===== config.mk =====
export PLATFORM = sky130hd
export DESIGN_NAME = dm_port_arbiter
export DESIGN_NICKNAME = d
export VERILOG_FILES = /design/src/rtl/dm_port_arbiter.sv
export SDC_FILE = /design/constraint.sdc
export NUM_CORES = 1
export LEC_CHECK = 0
export ABC_CLOCK_PERIOD_IN_PS = 2390
export CAP_MARGIN = 10
export CORE_UTILIZATION = 40
export CTS_CLUSTER_DIAMETER = 120
export DETAILED_ROUTE_END_ITERATION = 10
export GPL_TIMING_DRIVEN = 0
export PLACE_DENSITY = 0.8
export SYNTH_ARGS = -nofsm -noshare
export SYNTH_HDL_FRONTEND = slang
export SYNTH_SLANG_ARGS = --single-unit

===== constraint.sdc =====
create_clock -name clk -period 2.39 [get_ports clk]
set_clock_uncertainty 0.15 [all_clocks]
set_input_delay 0.478 -clock clk [delete_from_list [all_inputs] [get_ports clk]]
set_output_delay 0.478 -clock clk [all_outputs]
set_load 0.02 [all_outputs]

===== src/rtl/dm_port_arbiter.sv =====
// Data-memory port arbiter: CPU MEM stage vs external master.
// Optional DM_ARB_RR_EN selects round-robin instead of starvation-guarded priority.
module dm_port_arbiter #(
    parameter int AW           = 32,
    parameter int DW           = 32,
    parameter int STARVE_LIMIT = 4
) (
    input  logic          clk,
    input  logic          rst_n,
    input  logic          cpu_req,
    input  logic          cpu_wr,
    input  logic [3:0]    cpu_be,
    input  logic [AW-1:0] cpu_addr,
    input  logic [DW-1:0] cpu_wdata,
    output logic          cpu_ack,
    output logic [DW-1:0] cpu_rdata,
    output logic          cpu_stall,
    input  logic          ext_req,
    input  logic          ext_wr,
    input  logic [3:0]    ext_be,
    input  logic [AW-1:0] ext_addr,
    input  logic [DW-1:0] ext_wdata,
    output logic          ext_ack,
    output logic [DW-1:0] ext_rdata,
    output logic          dm_wr,
    output logic [3:0]    dm_be,
    output logic [AW-1:0] dm_addr,
    output logic [DW-1:0] dm_din,
    input  logic [DW-1:0] dm_dout
);

    typedef enum logic [1:0] {
        S_IDLE,
        S_ACCESS,
        S_RESP
    } state_t;

    localparam logic OWN_CPU = 1'b0;
    localparam logic OWN_EXT = 1'b1;

    state_t        state_q, state_d;
    logic          own_q, own_d;
    logic          wr_q, wr_d;
    logic [3:0]    be_q, be_d;
    logic [AW-1:0] addr_q, addr_d;
    logic [DW-1:0] wdata_q, wdata_d;
    logic          cpu_ack_q, cpu_ack_d;
    logic          ext_ack_q, ext_ack_d;
    logic [DW-1:0] cpu_rdata_q, cpu_rdata_d;
    logic [DW-1:0] ext_rdata_q, ext_rdata_d;

    logic any_req;
    logic grant;
    logic pick_ext;
    logic acc;

`ifdef DM_ARB_RR_EN
    // rr_last names the side favoured on the next tie; it resets to EXT
    logic rr_last_q, rr_last_d;
`else
    logic [3:0] starve_q, starve_d;
`endif

    assign any_req = cpu_req | ext_req;
    assign grant   = (state_q != S_ACCESS) & any_req;

    // Pick the winner among the current requesters
    always_comb begin
        pick_ext = ext_req;
        if (cpu_req && ext_req) begin
`ifdef DM_ARB_RR_EN
            pick_ext = (rr_last_q == OWN_EXT);
`else
            pick_ext = (starve_q == 4'(STARVE_LIMIT));
`endif
        end
    end

`ifdef DM_ARB_RR_EN
    // Favour the loser of each grant on the next tie
    always_comb begin
        rr_last_d = rr_last_q;
        if (grant) begin
            rr_last_d = pick_ext ? OWN_CPU : OWN_EXT;
        end
    end
`else
    // Count CPU wins that pass over a waiting external master
    always_comb begin
        starve_d = starve_q;
        if (!ext_req) begin
            starve_d = 4'd0;
        end else if (grant) begin
            if (pick_ext) begin
                starve_d = 4'd0;
            end else if (starve_q != 4'hF) begin
                starve_d = starve_q + 4'd1;
            end
        end
    end
`endif

    // Next-state, request latching and response capture
    always_comb begin
        state_d     = state_q;
        own_d       = own_q;
        wr_d        = wr_q;
        be_d        = be_q;
        addr_d      = addr_q;
        wdata_d     = wdata_q;
        cpu_ack_d   = 1'b0;
        ext_ack_d   = 1'b0;
        cpu_rdata_d = cpu_rdata_q;
        ext_rdata_d = ext_rdata_q;
        unique case (state_q)
            S_IDLE, S_RESP: begin
                if (any_req) begin
                    state_d = S_ACCESS;
                    own_d   = pick_ext;
                    if (pick_ext) begin
                        wr_d    = ext_wr;
                        be_d    = ext_be;
                        addr_d  = ext_addr;
                        wdata_d = ext_wdata;
                    end else begin
                        wr_d    = cpu_wr;
                        be_d    = cpu_be;
                        addr_d  = cpu_addr;
                        wdata_d = cpu_wdata;
                    end
                end else begin
                    state_d = S_IDLE;
                end
            end
            S_ACCESS: begin
                state_d = S_RESP;
                if (own_q == OWN_EXT) begin
                    ext_ack_d   = 1'b1;
                    ext_rdata_d = dm_dout;
                end else begin
                    cpu_ack_d   = 1'b1;
                    cpu_rdata_d = dm_dout;
                end
            end
            default: state_d = S_IDLE;
        endcase
    end

    // State registers with synchronous reset
    always_ff @(posedge clk) begin
        if (!rst_n) begin
            state_q     <= S_IDLE;
            own_q       <= OWN_CPU;
            wr_q        <= 1'b0;
            be_q        <= 4'd0;
            addr_q      <= '0;
            wdata_q     <= '0;
            cpu_ack_q   <= 1'b0;
            ext_ack_q   <= 1'b0;
            cpu_rdata_q <= '0;
            ext_rdata_q <= '0;
`ifdef DM_ARB_RR_EN
            rr_last_q   <= OWN_EXT;
`else
            starve_q    <= 4'd0;
`endif
        end else begin
            state_q     <= state_d;
            own_q       <= own_d;
            wr_q        <= wr_d;
            be_q        <= be_d;
            addr_q      <= addr_d;
            wdata_q     <= wdata_d;
            cpu_ack_q   <= cpu_ack_d;
            ext_ack_q   <= ext_ack_d;
            cpu_rdata_q <= cpu_rdata_d;
            ext_rdata_q <= ext_rdata_d;
`ifdef DM_ARB_RR_EN
            rr_last_q   <= rr_last_d;
`else
            starve_q    <= starve_d;
`endif
        end
    end

    // A reset arriving mid-access must not commit the store
    assign acc       = (state_q == S_ACCESS) & rst_n;
    assign dm_wr     = acc & wr_q;
    assign dm_be     = acc ? be_q : 4'd0;
    assign dm_addr   = acc ? addr_q : '0;
    assign dm_din    = acc ? wdata_q : '0;
    assign cpu_ack   = cpu_ack_q;
    assign ext_ack   = ext_ack_q;
    assign cpu_rdata = cpu_rdata_q;
    assign ext_rdata = ext_rdata_q;
    assign cpu_stall = cpu_req & ~cpu_ack_q;

endmodule

# --- Word-level counts from Yosys, hierarchy flattened ---
# Index checks and enable logic that the tools add are counted.
op_classes:
  add_sub_neg: 1
  n_eq_ne: 5
  mux: 14
  n_bitwise: 7
  n_reduce_logical: 10
ops:
  columns: ["op", "n"]
  rows:
  - ["$mux 32", 4]
  - ["$mux 4", 4]
  - ["$reduce_and 2->1", 6]
  - ["$mux 1", 5]
  - ["$add 4x1->4 const B", 1]
  - ["$and 1x1->1", 4]
  - ["$eq 4x3->1 const B", 1]
  - ["$ne 4x4->1 const B", 1]
  - ["$pmux 2 s2", 1]
  - ["$eq 2x1->1 const B", 1]
  - ["$eq 2x2->1 const B", 1]
  - ["$logic_not 2->1", 1]
  - ["$ne 2x1->1 const B", 1]
  - ["$not 1->1", 2]
  - ["$reduce_bool 2->1", 1]
  - ["$reduce_or 2->1", 1]
  - ["$logic_and 1x1->1", 1]
  - ["$or 1x1->1", 1]
totals:
  ff_bits: 142
  in_bits: 174
  out_inout_bits: 136

# --- Longest topological paths before layout ---
logic_depth:
  ltp_word: 4
  mapped_depth: 7
  mapped_depth_nobuf: 6

# --- Least setup slack after synthesis ---
# OpenSTA, ideal clock, no wires.
synth_timing:
  path_kind: "reg-to-output"
  start: "register state_q[0]"
  end: "output port dm_addr[0]"
  arrival_ns: 1.273
  slack_ns: 0.489
  path_stages_with_launch: 5
  n_path_buf: 2
  path_cell_list: "dfxtp_1 -> nor2b_1 -> buf_2 -> clkbuf_1 -> and3_1"
synth_via:
  elab_chain_cells: 3
synth_lines:
  columns: ["element", "line", "text"]
  rows:
  - ["from (decl)", "41", "state_t state_q, state_d;"]
  - ["from (signal assigned)", "168", "state_q <= state_d;"]
  - ["$eq 2x1->1", "187", "assign acc = (state_q == S_ACCESS) & rst_n;"]
  - ["$and 1x1->1", "187", null]
  - ["$mux 32", "190", "assign dm_addr = acc ? addr_q : '0;"]
  - ["to (decl)", "27", "output logic [AW-1:0] dm_addr,"]
# Every way passes these cells.

# --- Worst setup path in the final report ---
layout_timing:
  start: "register state_q[0]"
  end: "output port dm_addr[7]"
# Same word-level chain as after synthesis.

==> summary.txt <==
Core ar. - 0.0152 mm^2
# Max-Cap Violations - 0
Register area share after synthesis - 45.6%
Pwr/cell area - 647 mW/mm^2
Placer congestion estimate - 0.823
Crit-path max FO - 10
Worst vdd ir - 0.000537 V
Via-to-Cell Ratio - 5.13
Most used DFF post-synth - dfxtp_1
Fmax - 420 MHz
Antenna diode count - 0
Area delta synth->final - 60.9%
Synth Register Bits - 142
Worst EP required - 1.76 ns
Nets - 1224
Synth top area share - 45.6%
DR iter-0 viols - 333
CTS tree - done
Post-place setup slack - -0.592 ns
Largest net degree at the start of global routing - 17
Hold Crit Class - flip-flop to flip-flop
Async SR Flop Fraction - 0%
Share of cells above drive strength 1 - 11.9%
Initial antenna violation count - 0
Kind of end point of the critical path - output pin
Synth area leader - dfxtp_1
Endpoints failing setup - 0
Total Wirelength - 21200 um
Die Area - 0.0161 mm^2
Setup TNS Final - 0 ns
Die W - 127 um
Cell variety after synth - 29
PnR worst setup slack - 0.0108 ns
Final core utilization - 66.0%
Std cell rows - 45
Met3 WL - 1630 um
Metal2 WL - 10300 um
Count of input and output buffers - 308
CTS buffer count - 17
Initial Util - 41.0%
Ys Warns - 0
Crit start category - flip-flop
DR top layer - met4
Routed wire per std cell - 17.0 um
H-Tree Depth - 4
R2R Setup Slk - 0.25 ns
Fillcell total - 1288
Status - completed
Arr. time, crit path - 1.75 ns
Power Total - 6490 uW
Max Slew Vio Count - 0
Synthesized netlist cell count - 720
Most common cell in the netlist - dfxtp_1
TritonCTS Sinks - 142
Drt pass-1 iters - 5
Skew-Pair Late Insertion Delay - 0.41 ns
Syn nets - 896
Reg clk slew, reported paths - 0.06 ns
Die Ht - 127 um
Lkg Pwr - 0.00438 uW
Vias in the first global route - 6231
Tot GR Track Use - 26.8%
Cts hold-fix bufs - 0
Hold WS - 0.301 ns
Clock Tree Root - clkbuf_16
Largest cells by area after synthesis - dfxtp_1 (46%), mux2i_1 (11%), nand2_1 (7.9%)
DR vias - 6403
# IOs - 310
Number of synthesized flops with an enable pin - 0
Post-route ant nets - 0
Max-Slew Margin vs Limit - 58.5%
Commonest cells post-synth - dfxtp_1 (142), nand2_1 (132), a21oi_1 (72), and3_1 (72), mux2i_1 (70)
DRC - 0
Met1 WL - 8810 um
Final Hold Viols - 0
First-pass GRT wire length - 33100 um
Syn Area/Cell - 8.66 um^2
Mapped Area - 0.00623 mm^2
GRT overflow - 0
CTS max path bufs - 2
Worst slew pin tran - 0.623 ns
Setup CP Type - flip-flop to output pin
Period utilization - 99.6%
Period minus WS final - 2.38 ns
RSZ-0062 raised after global routing - true
Post-DP HPWL - 16100 um
[cell usage in the layout, fill, tap and decap left out, drive strengths merged, types with 7 or more instances in the layout]
cell type and instances:
a21boi 65, a21oi 72, and3 72, buf 59, clkbuf 71, clkdlybuf4s15 23, clkdlybuf4s50 238, dfxtp 142
mux2i 70, nand2 132, nor2 7, o21ai 70
[what timing repair did]
action / in CTS / in global routing
endpoints found under the setup margin: 70 / 61
buffers inserted: 1 / 0
resized for setup: 237 / 45
[worst paths after layout]
check	start	endpoint	depth (start not counted)
setup / recovery	state_q[0]$_SDFF_PN0_	dm_addr[7]	5
hold / removal	cpu_rdata[16]$_SDFFE_PN0P_	cpu_rdata[16]$_SDFFE_PN0P_	2
setup reg to reg	starve_q[0]$_SDFFE_PN0P_	addr_q[0]$_SDFFE_PN0P_	7
hold reg to reg	cpu_rdata[16]$_SDFFE_PN0P_	cpu_rdata[16]$_SDFFE_PN0P_	2
[layer usage]
layer,track usage (%),up-vias
met5,0,-
met4,10.6,0
met3,7.68,30
met2,46.2,270
met1,31.3,2956
li1,-,3147
[report_power, final]
group,internal (uW),switching [uW]
registers,2530,74.5
clock network,1750,1040
logic,564,534
[state kept, by name (all words and copies together) (netlist names)]
| register | flops |
|---|---|
| ext_ack | 1 |
| own_q | 1 |
| ext_rdata | 32 |
| wdata_q | 32 |
| starve_q | 4 |
| cpu_ack | 1 |
| cpu_rdata | 32 |
| wr_q | 1 |
| state_q | 2 |
| be_q | 4 |
| addr_q | 32 |
[through the flow]
stage | area [um^2] | cells
after global routing | 10000 | 1249
after detailed placement | 9550 | 1216
after floorplan | 6230 | 720
after global placement | 9550 | 1216
final | 10000 | 1249
after CTS | 10300 | 1249
[final cells by class]
cell class	instances	area [um^2]	area share, %
Clock inverter	14	191	1.91
Clock buffer	18	429	4.28
Multi-Input combinational cell	510	3060	30.5
Tap cell	188	235	2.35
Inverter	3	11.3	0.112
Sequential cell	142	2840	28.4
Buffer	65	374	3.73
Timing Repair Buffer	309	2890	28.8
[worst max-delay path, stage by stage (launching register included)]
cell and delay, ns:
dfxtp_2 0.36, nor2b_4 0.18, buf_8 0.15, clkbuf_4 0.20
and3_1 0.18, clkdlybuf4s15_2 0.27
[kinds of logic (layout without fill, tap and decap cells)]
family                   Yosys count  after routing  synth area share, %
AO/OA/AOI/OAI                    211            211                 19.7
adder cells (fa/ha/maj)            2              2                0.401
buffers and inverters             68            409                 5.48
flip-flops                       142            142                 45.6
multiplexers                      70             70                 11.2
AND/OR/NAND/NOR                  227            227                 17.5
Note: power is estimated with default switching activity, not from simulation.
